File: src/rtl/status_symbol_selector.sv
// status_symbol_selector
//   Drives the symbol-select inputs of the 5-column LED matrix scanner.
//   Two raw status lines are synchronised, debounced and priority-resolved
//   ("A" beats "G"). The shown symbol only changes on a frame boundary, and
//   only once the current symbol has been on screen for MIN_HOLD frames, so a
//   letter never tears mid-scan.
// Ports:
//   CLK        in  system clock (shared with the scanner)
//   RST        in  asynchronous active-high reset
//   RAW_A      in  raw "A" request, asynchronous, may bounce
//   RAW_G      in  raw "G" request, asynchronous, may bounce
//   FRAME_SYNC in  one-cycle pulse at the start of each scan frame
//   AS         out registered select for "A"
//   GT         out registered select for "G" (never high together with AS)
//   CHANGED    out one-cycle pulse on the edge where the shown symbol changes
module status_symbol_selector #(
  parameter int DEB_CYCLES = 16,
  parameter int MIN_HOLD   = 4
) (
  input  logic CLK,
  input  logic RST,
  input  logic RAW_A,
  input  logic RAW_G,
  input  logic FRAME_SYNC,
  output logic AS,
  output logic GT,
  output logic CHANGED
);

  localparam int CW = $clog2(DEB_CYCLES + 1);
  localparam int HW = $clog2(MIN_HOLD + 1);

  localparam logic [CW-1:0] CNT_ZERO = CW'(0);
  localparam logic [CW-1:0] CNT_ONE  = CW'(1);
  // The flip happens on the edge where the count would reach DEB_CYCLES,
  // i.e. when it currently sits at DEB_CYCLES-1.
  localparam logic [CW-1:0] CNT_LAST = CW'(DEB_CYCLES - 1);

  localparam logic [HW-1:0] HOLD_ONE = HW'(1);
  localparam logic [HW-1:0] HOLD_MAX = HW'(MIN_HOLD);

  typedef enum logic [1:0] {
    SHOW_0 = 2'b00,
    SHOW_A = 2'b01,
    SHOW_G = 2'b10
  } state_t;

  // Index 0 carries the A line, index 1 the G line.
  logic [1:0]    sync1_r;
  logic [1:0]    sync2_r;
  logic [1:0]    deb_r;
  logic [CW-1:0] cnt_r [2];

  state_t        state_r;
  state_t        state_n;
  state_t        target_s;
  logic [HW-1:0] hold_r;
  logic [HW-1:0] hold_n;
  logic          changed_n;
  logic          as_n;
  logic          gt_n;
  logic          as_r;
  logic          gt_r;
  logic          changed_r;
  logic          legal_s;

  // Two-flop synchroniser for both raw lines.
  always_ff @(posedge CLK or posedge RST) begin
    if (RST) begin
      sync1_r <= 2'b00;
      sync2_r <= 2'b00;
    end else begin
      sync1_r <= {RAW_G, RAW_A};
      sync2_r <= sync1_r;
    end
  end

  // Per-line debounce: any cycle of agreement restarts the count.
  always_ff @(posedge CLK or posedge RST) begin
    if (RST) begin
      deb_r <= 2'b00;
      for (int i = 0; i < 2; i++) begin
        cnt_r[i] <= CNT_ZERO;
      end
    end else begin
      for (int i = 0; i < 2; i++) begin
        if (sync2_r[i] == deb_r[i]) begin
          cnt_r[i] <= CNT_ZERO;
        end else if (cnt_r[i] == CNT_LAST) begin
          deb_r[i] <= sync2_r[i];
          cnt_r[i] <= CNT_ZERO;
        end else begin
          cnt_r[i] <= cnt_r[i] + CNT_ONE;
        end
      end
    end
  end

  // Target symbol from the debounced lines; A wins when both are set.
  always_comb begin
    target_s = SHOW_0;
    if (deb_r[0]) begin
      target_s = SHOW_A;
    end else if (deb_r[1]) begin
      target_s = SHOW_G;
    end else begin
      target_s = SHOW_0;
    end
  end

  // Next state, hold counter and output decode.
  always_comb begin
    state_n   = state_r;
    hold_n    = hold_r;
    changed_n = 1'b0;
    as_n      = 1'b0;
    gt_n      = 1'b0;
    legal_s   = 1'b1;

    case (state_r)
      SHOW_0, SHOW_A, SHOW_G: legal_s = 1'b1;
      default:                legal_s = 1'b0;
    endcase

    if (!legal_s) begin
      // Corrupted state register: blank the display and allow an
      // immediate re-selection on the next frame.
      state_n = SHOW_0;
      hold_n  = HOLD_MAX;
    end else if (FRAME_SYNC) begin
      if ((hold_r >= HOLD_MAX) && (target_s != state_r)) begin
        state_n   = target_s;
        hold_n    = HOLD_ONE;
        changed_n = 1'b1;
      end else if (hold_r < HOLD_MAX) begin
        hold_n = hold_r + HOLD_ONE;
      end else begin
        hold_n = hold_r;
      end
    end else begin
      hold_n = hold_r;
    end

    // Selects are decoded from the next state so the registered copies
    // always match the state register one-to-one.
    case (state_n)
      SHOW_A: begin
        as_n = 1'b1;
        gt_n = 1'b0;
      end
      SHOW_G: begin
        as_n = 1'b0;
        gt_n = 1'b1;
      end
      SHOW_0: begin
        as_n = 1'b0;
        gt_n = 1'b0;
      end
      default: begin
        as_n = 1'b0;
        gt_n = 1'b0;
      end
    endcase
  end

  // State, hold counter and registered outputs.
  always_ff @(posedge CLK or posedge RST) begin
    if (RST) begin
      state_r   <= SHOW_0;
      hold_r    <= HOLD_MAX;
      as_r      <= 1'b0;
      gt_r      <= 1'b0;
      changed_r <= 1'b0;
    end else begin
      state_r   <= state_n;
      hold_r    <= hold_n;
      as_r      <= as_n;
      gt_r      <= gt_n;
      changed_r <= changed_n;
    end
  end

  assign AS      = as_r;
  assign GT      = gt_r;
  assign CHANGED = changed_r;

endmodule

File: config.mk
export PLATFORM = sky130hd
export DESIGN_NAME = status_symbol_selector
export DESIGN_NICKNAME = d
export VERILOG_FILES = /design/src/rtl/status_symbol_selector.sv
export SDC_FILE = /design/constraint.sdc
export NUM_CORES = 1
export LEC_CHECK = 0
export CAP_MARGIN = 15
export CORE_ASPECT_RATIO = 0.75
export CORE_MARGIN = 2
export CORE_UTILIZATION = 54
export CTS_CLUSTER_SIZE = 8
export DETAILED_ROUTE_END_ITERATION = 16
export PLACE_DENSITY = 0.78
export SKIP_CTS_REPAIR_TIMING = 1
export SLEW_MARGIN = 20
export SYNTH_ARGS = -nofsm -noshare
export SYNTH_HDL_FRONTEND = slang
export SYNTH_SLANG_ARGS = --single-unit
File: constraint.sdc
create_clock -name CLK -period 1.85 [get_ports CLK]
set_clock_uncertainty 0.15 [all_clocks]
set_input_delay 0.2775 -clock CLK [delete_from_list [all_inputs] [get_ports CLK]]
set_output_delay 0.2775 -clock CLK [all_outputs]
set_load 0.01 [all_outputs]
==> flow_metrics.tcl, run 1 <==
set metrics [dict create \
    clk_latency_ns 0.31 \
    gp_congestion 0.773 \
    vias_per_cell 5.07 \
    antenna_found_initial 0 \
    syn_area_um2 1000 \
    synth.distinct_cells 24 \
    postSynthAreaPerCell_um2 11.8 \
    grt_pass1_vias 540 \
    synth.most_common_cell "dfrtp_1" \
    wl_per_cell_um 11.5 \
    synth.area.top_cells "dfrtp_1 57%, xor2_1 5.2%, ha_1 5.0%" \
    numCtsBuffers 3 \
    finalCritPeriodShare_pct 87.2 \
    crit_buf_inv 1 \
    critPathCapture "AS" \
    antenna_cells 0 \
    drive_gt1_share_pct 12.4 \
    coreArea_um2 1740 \
    grt_pass1_wl_um 2370 \
    synth_edf_count 0 \
    timing.rr.start "cnt_r[5]" \
    drc 0 \
    clkSlewWorstSetupHoldPaths_ns 0.13 \
    htreeDepth 1 \
    gr-total-overflow 0 \
    start_util_pct 57.7 \
    drv_cap 0 \
    firstDrtPassIters 3 \
    rr_endpoint "deb_r[0]" \
    hpwl_um 1020 \
    drv_slew 0 \
    cp_slowest_cell "clkdlybuf4s50_1" \
    nFillCells 136 \
    vias 603 \
    grt_max_degree 25 \
    drtIter0Drc 8 \
    grtUsageMet3_pct 6.43 \
    ff2ff_path_depth 4 \
    ff_latch_area_um2 602 \
    slew_headroom_pct 76.9 \
    min_period_ns 1.61 \
    cp-startpoint "AS" \
    numClockSinks 24 \
    row_count 13 \
    die_y_um 41.3 \
    dp.cells 115 \
    tightest_slew_ns 0.342 \
    cts_tree "yes" \
    fin_tns_setup_ns 0 \
    yosysSeqAreaShare_pct 60.0 \
    rsz0062_at_grt "no" \
    cts_root_buf "clkbuf_4" \
    ir_drop_uv 808 \
    status "completed" \
    arrival_ns 1.19 \
    syn2layout_area_growth_pct 15.7 \
    synth_common_cells "23 x dfrtp_1, 11 x nor2_1, 6 x inv_1, 6 x xor2_1" \
    setup_violations 0 \
    wl_um 1370 \
    r2r_setup_slack_ns 0.45 \
    crit_type "reg -> out" \
    hold_path_class "in -> async" \
    clock.fmax_mhz 620 \
    synth_top_area_share_pct 57.4 \
    required_ns 1.42 \
    startpoint_type "flip-flop" \
    worst-path-stages 1 \
    path_max_fanout 1 \
    fin_cells 119 \
    cts_buffer_depth 2 \
    p_leak_nw 0.580 \
    final_nets 107 \
    slowest_delay_ns 0.52 \
    postRouteAntennaNets 0 \
    multi_input_area_um2 379 \
    mappedNetlistNets 94 \
    ios 8 \
    async_reset_ff_share_pct 100 \
    cellPowerDensity_nw_per_um2 1090 \
    ys.flop_type "dfrtp_1" \
    numPortBuffers 7 \
    synth_top_cell_by_area "dfrtp_1" \
    ys_ff_latch 24 \
    grt_use_total_pct 16.1 \
    cp_top_family "buffers and inverters" \
    grt_busiest_layer "met2" \
    synth_cells 85 \
    crit_chain "clkdlybuf4s50_1" \
    ys_warn_count 0 \
    die_w_um 53.8 \
    crit_path_end_kind "primary output" \
    die_area_um2 2220 \
    final_hold_viol_count 0 \
    grtUsageMet1_pct 21.2 \
    grt_util_met2_pct 24.4 \
]
## stage by stage
stage	total power, mW	hold WS [ns]	worst slack, ns	instance area, um2	utilization (%)
6_report	1.27	0.125	0.237	1160	66.7
2_1_floorplan	0.828	0.141	0.537	1000	-
3_5_place_dp	0.914	0.194	0.187	1110	63.7
4_1_cts	1.29	0.131	0.215	1160	66.7
5_1_grt	1.35	0.147	0.182	1160	66.7
3_3_place_gp	0.905	0.189	0.193	1110	63.7
## routing by layer
metal / up-vias / routed length (um) / share of wire [%]
li1: 310 / - / -
met1: 283 / 664 / 49
met2: 8 / 636 / 47
met3: 2 / 52 / 3.8
met4: 0 / 12 / 0.88
met5: - / 0 / 0
## kinds of logic after synthesis
group	after synthesis	synth area share, %
simple gates	30	16.7
flops	24	60.0
compound gates	12	7.73
xor+xnor	7	6.11
buf+inv	6	2.24
fa+ha+maj	4	4.99
mux	2	2.24
## layout make-up
cell class,instances,share of cell area (%)
clock buffers,3,1.94
clock inverters,1,2.59
inverters,6,1.94
multi-input cells,55,32.7
flip-flops and latches,24,51.8
well taps,22,2.37
repair buffers,8,6.68
## cell usage in the layout (no fill, tap or decap), types with 2 or more instances in the layout
| cell | synthesis | layout |
|---|---|---|
| ha_1 | 4 | 4 |
| xor2_1 | 6 | 6 |
| clkdlybuf4s50_1 | 0 | 7 |
| inv_1 | 6 | 6 |
| nand2_1 | 3 | 3 |
| o21ai_0 | 4 | 4 |
| nand3_1 | 4 | 4 |
| clkbuf_4 | 0 | 3 |
| and2_1 | 3 | 3 |
| mux2_2 | 2 | 2 |
| and3_1 | 2 | 2 |
| nor2_1 | 11 | 11 |
| a21oi_1 | 4 | 4 |
| nand4b_1 | 2 | 2 |
| dfrtp_1 | 23 | 23 |
## sequential cells by signal, summed over array words and instances, names as in the netlist
signal / cells
AS: 1
CHANGED: 1
GT: 1
deb_r: 2
cnt_r: 10
sync2_r: 2
state_r: 2
hold_r: 3
sync1_r: 2
## where the power goes
part	total, mW	switching, mW	internal (mW)
sequential	0.671	0.0641	0.607
clock	0.368	0.149	0.219
combinational	0.229	0.107	0.122
## worst min path at each step
| stage | end | slack, ns | cells after the start |
|---|---|---|---|
| 6_report | cnt_r[7] | 0.12 | 3 |
| 5_1_grt | cnt_r[7] | 0.15 | 3 |
| 4_1_cts | cnt_r[7] | 0.13 | 3 |
| 3_5_place_dp | sync2_r[0] | 0.19 | 0 |
| 3_3_place_gp | sync2_r[0] | 0.19 | 0 |
| 2_1_floorplan | AS | 0.14 | 1 |
(Power assumes the default switching activity.)
==> run 2: changes to the inputs <==
--- a/config.mk
+++ b/config.mk
@@ -12,6 +12,7 @@
 export CTS_CLUSTER_SIZE = 8
 export DETAILED_ROUTE_END_ITERATION = 16
 export PLACE_DENSITY = 0.78
+export SETUP_SLACK_MARGIN = 0.5
 export SKIP_CTS_REPAIR_TIMING = 1
 export SLEW_MARGIN = 20
 export SYNTH_ARGS = -nofsm -noshare
==> run 2 against run 1 <==
Clock power barely moved. Critical path depth up 2. Maximum frequency up 18%. Hold slack better by 0.0086 ns. Worst setup slack improved by 0.24 ns. Die area stayed put. Total power is 2.5% higher. Sequential share of layout area fell by 4.1 points. Non-clock buffer count rose by 3. Combinational power increased by 9%. Sequential power up 1%.
==> flow_metrics.tcl, run 2 (synthesis gave the netlist of run 1 again) <==
set metrics [dict create \
    wl_per_cell_um 13.0 \
    die_area_um2 2220 \
    drc 0 \
    row_count 13 \
    crit_buf_inv 0 \
    grt_max_degree 25 \
    die_y_um 41.3 \
    numCtsBuffers 3 \
    rr_endpoint "hold_r[0]" \
    firstDrtPassIters 4 \
    syn2layout_area_growth_pct 25.7 \
    coreArea_um2 1740 \
    tightest_slew_ns 0.302 \
    ff2ff_path_depth 3 \
    drtIter0Drc 7 \
    hold_path_class "in -> async" \
    cts_root_buf "clkbuf_4" \
    rsz0062_at_grt "yes" \
    hpwl_um 1020 \
    crit_chain "nor3b_4, a211oi_2, o211a_1" \
    mostFrequentLayoutCells "23 x dfrtp_1, 9 x nor2_1, 6 x inv_1, 6 x xor2_1" \
    final_hold_viol_count 0 \
    grt_pass1_vias 540 \
    htreeDepth 1 \
    nFillCells 120 \
    arrival_ns 1.43 \
    final_util_pct 72.5 \
    grt_pass1_wl_um 2370 \
    grt_use_total_pct 16.1 \
    r2r_setup_slack_ns 0.48 \
    cp_top_family "flip-flops" \
    drv_slew 0 \
    start_util_pct 57.7 \
    cts_tree "yes" \
    min_period_ns 1.37 \
    ios 8 \
    clock.fmax_mhz 730 \
    cellPowerDensity_nw_per_um2 1030 \
    vias 631 \
    status "completed" \
    postRouteAntennaNets 0 \
    largest_register "cnt_r" \
    gr-total-overflow 0 \
    antenna_cells 0 \
    slew_headroom_pct 79.9 \
    gp_congestion 0.773 \
    final_common_cell "dfrtp_1" \
    multi_input_area_um2 449 \
    cts_buffer_depth 2 \
    power_mw 1.30 \
    cp_slowest_cell "dfstp_2" \
    clkSlewWorstSetupHoldPaths_ns 0.13 \
    crit_path_end_kind "flip-flop" \
    slowest_delay_ns 0.61 \
    timing.rr.start "hold_r[2]" \
    die_w_um 53.8 \
    final_nets 110 \
    setup_violations 0 \
    vias_per_cell 5.17 \
    path_max_fanout 8 \
    crit_type "reg -> reg" \
    fin_tns_setup_ns 0 \
    ff_latch_area_um2 602 \
    largest_registers "cnt_r: 10 flops, hold_r: 3 flops" \
    numPortBuffers 7 \
    ir_drop_uv 814 \
    wl_um 1590 \
    clk_latency_ns 0.31 \
    largest_reg_flops 10 \
    drv_cap 0 \
    p_leak_nw 0.637 \
    drive_gt1_share_pct 21.0 \
    startpoint_type "flip-flop" \
    antenna_found_initial 0 \
    finalCritPeriodShare_pct 74.1 \
    required_ns 1.91 \
    numClockSinks 24 \
]
[run 2: changes by cell type in the layout (fill, tap and decap cells not counted), moves of 2 or more]
| cell | before | now |
|---|---|---|
| dlymetal6s2s_1 | 0 | 3 |
| clkdlybuf4s50_1 | 7 | 4 |
| ha_1 | 4 | 2 |
| o21ai_1 | 0 | 2 |
| o21ai_0 | 4 | 2 |
| nor2_1 | 11 | 9 |
| nand3_4 | 0 | 2 |
| buf_4 | 1 | 4 |
| ha_4 | 0 | 2 |
| nand3_1 | 4 | 2 |
[run 2: layer usage]
metal  wire length (um)  global-route usage [%]  up-vias
li1                   -                       -      319
met1                772                    21.2      300
met2                742                    24.4       10
met3                 63                    6.43        2
met4                 12                    5.77        0
met5                  0                       0        -
[run 2: layout make-up]
| cell class | count | area share, % |
|---|---|---|
| clock buffer | 3 | 1.79 |
| clock inverter | 1 | 2.38 |
| inverter | 6 | 1.79 |
| multi-input combinational | 55 | 35.6 |
| sequential | 24 | 47.7 |
| tap | 22 | 2.18 |
| timing repair buffer | 11 | 8.53 |
[run 2: worst min-delay path, stage by stage]
cell	delay, ns
clkdlybuf4s50_1	0.39
inv_1	0.05
buf_4	0.29
[run 2: worst max path at each step]
stage | depth (start not counted) | endpoint | start
2_1_floorplan | 4 | deb_r[0] | cnt_r[5]
3_3_place_gp | 4 | hold_r[0] | FRAME_SYNC
3_5_place_dp | 4 | hold_r[0] | FRAME_SYNC
4_1_cts | 1 | AS | AS
5_1_grt | 3 | hold_r[1] | hold_r[2]
6_report | 3 | hold_r[0] | hold_r[2]
[run 2: power breakdown]
| group | internal (mW) | leakage, nW | switching (mW) |
|---|---|---|---|
| registers | 0.607 | 0.309 | 0.0733 |
| clock network | 0.219 | 0.0279 | 0.152 |
| logic | 0.136 | 0.301 | 0.113 |
[run 2: through the flow]
| stage | setup WS (ns) | hold WS, ns | cell area, um2 | instances |
|---|---|---|---|---|
| 3_3_place_gp | 0.193 | 0.189 | 1110 | 115 |
| 5_1_grt | 0.390 | 0.140 | 1260 | 122 |
| 3_5_place_dp | 0.187 | 0.194 | 1110 | 115 |
| 6_report | 0.480 | 0.133 | 1260 | 122 |
| 4_1_cts | 0.215 | 0.131 | 1160 | 119 |
| 2_1_floorplan | 0.537 | 0.141 | 1000 | 85 |
==> RTL change 1 (flow settings as in run 1) <==
Make the reset (`RST`) synchronous in 3 clocked blocks. Comments in the files are not updated.
--- a/src/rtl/status_symbol_selector.sv
+++ b/src/rtl/status_symbol_selector.sv
@@ -66,5 +66,5 @@
 
   // Two-flop synchroniser for both raw lines.
-  always_ff @(posedge CLK or posedge RST) begin
+  always_ff @(posedge CLK) begin
     if (RST) begin
       sync1_r <= 2'b00;
@@ -77,5 +77,5 @@
 
   // Per-line debounce: any cycle of agreement restarts the count.
-  always_ff @(posedge CLK or posedge RST) begin
+  always_ff @(posedge CLK) begin
     if (RST) begin
       deb_r <= 2'b00;
@@ -165,5 +165,5 @@
 
   // State, hold counter and registered outputs.
-  always_ff @(posedge CLK or posedge RST) begin
+  always_ff @(posedge CLK) begin
     if (RST) begin
       state_r   <= SHOW_0;
Check against the original RTL: same outputs for any inputs over 10 cycles, from zero or initial values and one cycle with RST high; that may be too few to reach the edited logic, so the function may still have changed.
==> RTL change 1 against run 1 <==
- area after synthesis grew 5.0%
- wire length grew 27%
- sequential cell count is the same
- via count grew 20%
- final area grew 5.5%
- non-clock buffer count grew 2
- final cell count grew 16%
- worst setup slack lost 180 ps
- critical endpoint is now cnt_r[0][4]$_SDFFCE_PN0P_
- highest routed layer unchanged
Power is not compared: it rests on default switching activity, and its combinational part moved more than twofold at a synthesized area within 25%.
==> RTL change 1: results (changes against run 1) <==
Logic synthesis
  • Number of flops mapped to enable cells by yosys: 10 (+10)
  • Area share of fa/ha/maj cells after synthesis: 0.0713 (+0.0214)
  • Cell Area, Synth: 1050 sq um (+5.0%)
  • Sequential area share after synthesis: 0.551 (-0.0487)
  • Library cells used by synthesis: 29 (+21%)
  • Synth area leaders: edfxtp_1, dfxtp_1, ha_1
  • Mux contribution to synthesized area: 0.0190 (-0.00344)
  • Xor/xnor share of the synthesized area: 0.0582 (-0.00290)
  • Dominant synthesized flop cell: dfxtp_1
  • Post-synth ARST share: 0 (-1.00)
  • Synth Area in Compound Gates: 0.0855 (+0.00820)
  • Post-synth top cells: dfxtp_1, nor2_1, edfxtp_1
  • Mapped Cells: 95 (+12%)

Route
  • Drt via density: 5.25 (+3.7%)
  • Final WL: 1730 um (+27%)
  • Iter 0 DRT Violations: 23 (+15)
  • Wire length per cell: 12.5 um (+9.4%)

Global routing
  • Largest net degree at the start of global routing: 14 (-44%)
  • First-pass GRT wire length: 2820 um (+19%)
  • Vias in the first global route: 651 (+21%)

Run status
  • Status: completed

Worst setup path
  • Cell family with most CP delay: simple AND/OR/NAND/NOR gates
  • CP arrival: 1830 ps (+640 ps)
  • FF-to-FF path depth: 5 (+1)
  • Worst R2R Setup Slack: 50 ps (-400 ps)
  • Worst-path fanout max: 5 (+4)
  • Critical Path Sink: cnt_r[0][4]$_SDFFCE_PN0P_
  • Setup crit start: cnt_r[0][0]$_SDFFCE_PN0P_
  • CP max-delay cell: edfxtp_1

Placement
  • Placed instance area: 1180 sq um (+6.5%)
  • Place WS: -7.74 ps (-194 ps)
  • Post-detail-place hpwl: 1250 um (+22%)
  • Routability cong.: 0.698 (-9.7%)
  • Dpl cells: 133 (+16%)

Layout
  • Regs by FF count: cnt_r (10), hold_r (3)

Hold path
  • Hold crit path type: reg -> reg

Clocking
  • Cts bufs inserted: 3 (unchanged)

Timing
  • Max Freq: 557 MHz (-10%)
[RTL change 1: changes by cell type in the layout (fill, tap and decap cells not counted), moves of 3 or more]
cell | run 1 | this run
conb_1 | 0 | 10
dfxtp_1 | 0 | 14
o21ai_0 | 4 | 0
dfrtp_1 | 23 | 0
xnor2_1 | 1 | 4
and2_1 | 3 | 0
nor2b_1 | 0 | 4
edfxtp_1 | 0 | 10
xor2_1 | 6 | 3
[RTL change 1: how the worst min path moves through the flow]
stage,start,end,slack [ps],depth (start not counted)
floorplan,RAW_A,sync1_r[0]$_SDFF_PP0_,260,1
finish,sync1_r[0]$_SDFF_PP0_,sync2_r[0]$_SDFF_PP0_,310,1
CTS,sync1_r[0]$_SDFF_PP0_,sync2_r[0]$_SDFF_PP0_,310,1
global route,sync1_r[1]$_SDFF_PP0_,sync2_r[1]$_SDFF_PP0_,330,1
detailed placement,sync1_r[0]$_SDFF_PP0_,sync2_r[0]$_SDFF_PP0_,290,1
global placement,sync1_r[0]$_SDFF_PP0_,sync2_r[0]$_SDFF_PP0_,270,1
[RTL change 1: metal layers]
metal | GRT usage | wire [um]
met5 | 0 | 0
met4 | 0.0585 | 17
met3 | 0.0750 | 87
met2 | 0.274 | 863
met1 | 0.215 | 762
[RTL change 1: cell type report]
type,instances,area (sq um)
Inverter,7,26.3
Tap cell,22,27.5
Fill cell,165,564
Timing Repair Buffer,10,92.6
Sequential cell,24,581
Clock buffer,4,26.3
Multi-Input combinational cell,71,472
[RTL change 1: logic make-up (layout without fill, tap and decap cells)]
family / count (synthesis) / after routing
AO/OA/AOI/OAI: 13 / 13
adder cells (fa/ha/maj): 6 / 6
multiplexers: 2 / 2
flip-flops: 24 / 24
buffers and inverters: 9 / 21
XOR/XNOR: 7 / 7
AND/OR/NAND/NOR: 33 / 33
other: 1 / 10
==> RTL change 2 (settings of run 1) <==
Made on the original files. `DEB_CYCLES`: 16 -> 8.
--- a/src/rtl/status_symbol_selector.sv
+++ b/src/rtl/status_symbol_selector.sv
@@ -15,5 +15,5 @@
 //   CHANGED    out one-cycle pulse on the edge where the shown symbol changes
 module status_symbol_selector #(
-  parameter int DEB_CYCLES = 16,
+  parameter int DEB_CYCLES = 8,
   parameter int MIN_HOLD   = 4
 ) (
Formal check against the unedited RTL: same outputs for any inputs over 10 cycles, from zero or initial values and one cycle with RST high; that may be too few to reach the edited logic, so the function may still have changed.
==> RTL change 2 against run 1 <==
- core utilization shrank 2.7 points
- non-clock buffer count grew 1
- wire length grew 1.5%
- area after synthesis shrank 2.6%
- critical path depth is the same
- sequential cell count shrank 2
- final area shrank 5.0%
- worst setup slack lost 3.6 ps
- largest cell class unchanged
- highest routed layer unchanged
Power is not compared: it rests on default switching activity, and its combinational part moved more than twofold at a synthesized area within 25%.
==> RTL change 2: results (changes against run 1) <==
Worst setup path
  • CP arrival: 1190 ps (about the same)
  • Cell family with most CP delay: buffers and inverters
  • Crit path buf inv count: 1 (unchanged)
  • CP max-delay cell: clkdlybuf4s50_1
  • CP max stage delay: 530 ps
  • Worst-path fanout max: 1 (unchanged)

Timing
  • Worst slew pin tran: 349 ps (+6.36 ps)

Route
  • Iter 0 DRT Violations: 19 (+11)
  • Metal1 wirelength: 706 um (+6.3%)
  • Metal3 WL: 63 um (+21%)
  • Wire length per cell: 11.7 um (+2.3%)
  • Via count: 616 (+2.2%)
  • Drt pass-1 iters: 4 (+1)
  • Routed wl met2: 602 um (-5.3%)
  • Drt via density: 5.22 (+3.0%)
  • Max layer used: met4

Logic synthesis
  • Avg Synthesized Cell Area: 11.5 sq um (-2.6%)
  • Post-synth ARST share: 1.00 (unchanged)
  • Syn_nets: 94 (unchanged)
  • Sequential area share after synthesis: 0.565 (-0.0351)
  • Yosys warnings: 0 (unchanged)
  • Synth area leaders: dfrtp_1, ha_1, nor2_1
  • Post-synth top cells: dfrtp_1, nor2_1, a21oi_1, nand2_1
  • Library cells used by synthesis: 28 (+17%)

Global routing
  • Total GRT Usage: 0.161 (+0.000368)
  • Largest net degree at the start of global routing: 23 (-8.0%)
  • Initial antenna violation count: 0 (unchanged)
  • First-pass GRT wire length: 2340 um (-1.1%)
  • Vias in the first global route: 532 (-1.5%)

Placement
  • Port-buffer cells: 7 (unchanged)
  • Dpl cells: 114 (-0.87%)
  • Placed instance area: 1070 sq um (-3.7%)
  • Post-detail-place hpwl: 1000 um (-2.0%)
  • Routability cong.: 0.743 (-3.9%)
  • Place WS: 257 ps (+70.1 ps)

Power
  • Max VDD drop: 0.861 mV
  • Leak pwr: 0.522 nW

Layout
  • Regs by FF count: cnt_r (8), hold_r (3)
  • Antenna fix cells: 0 (unchanged)
  • Ratio of cells with drive above 1 in the final layout: 0.125 (+0.00129)

Run status
  • Status: completed

Clocking
  • H-tree depth: 1 (unchanged)
  • Cts bufs inserted: 3 (unchanged)
  • Worst-path clk slew: 110 ps (-20 ps)
  • Clk buf depth: 2 (unchanged)
  • Clock Latency Late Sink: 300 ps
  • CTS Root Buffer Type: clkbuf_4

Hold path
  • Hold crit path type: in -> async
[RTL change 2: changes by cell type after synthesis, sizes merged, moves of 3 or more]
| cell | before | now |
|---|---|---|
| and2 | 4 | 1 |
| o21ai | 4 | 0 |
| xor2 | 6 | 0 |
| xnor2 | 1 | 4 |
| nor3 | 0 | 4 |
[RTL change 2: area by class of cell]
cell class              count  area, sq um
clock buffers               4         36.3
well taps                  22         27.5
repair buffers              9         85.1
multi-input cells          57          388
inverters                   4         15.0
flip-flops and latches     22          552
fillers                   147          621
[RTL change 2: cells by family (layout without fill, tap and decap cells)]
group,after synthesis,count (layout),share of synthesized area
simple gates,34,34,0.184
xor+xnor,4,4,0.0358
buf+inv,6,17,0.0384
compound gates,11,11,0.0819
fa+ha+maj,4,4,0.0512
mux,4,4,0.0435
flops,22,22,0.565
[RTL change 2: per-stage QoR]
stage | total power [mW] | hold WS (ps)
floorplan | 1.29 | 116
global placement | 1.41 | 186
detailed placement | 1.44 | 190
CTS | 1.70 | 149
global route | 1.82 | 170
finish | 1.68 | 142
[RTL change 2: per-layer routing]
layer	track usage	vias to the layer above
met5	0	-
met4	0.0577	0
met3	0.0693	2
met2	0.253	9
met1	0.202	294
li1	-	311
[RTL change 2: report_power, final]
group          leakage [nW]  internal [mW]  switching [mW]
clock                0.0210          0.120           0.132
sequential            0.279          0.650           0.176
combinational         0.222          0.348           0.252
[RTL change 2: worst reg2reg max path: cells and delay by family, from the launching register on]
kind / cells / cell delay [ps]
compound gates: 2 / 260
flops: 1 / 490
simple gates: 1 / 550
[RTL change 2: worst paths after layout]
kind,from,end,slack [ps],cells past startpoint
min in group CLK,sync1_r[1]$_DFF_PP0_,sync2_r[1]$_DFF_PP0_,210,0
worst max-delay path,GT$_DFF_PP0_,GT,230,1
worst min register to register,sync1_r[1]$_DFF_PP0_,sync2_r[1]$_DFF_PP0_,210,0
max in group asynchronous,RST,hold_r[2]$_DFFE_PP1P_,1130,3
worst max register to register,deb_r[0]$_DFFE_PP0P_,hold_r[1]$_DFFE_PP0P_,350,3
worst min-delay path,RST,sync1_r[0]$_DFF_PP0_,140,3
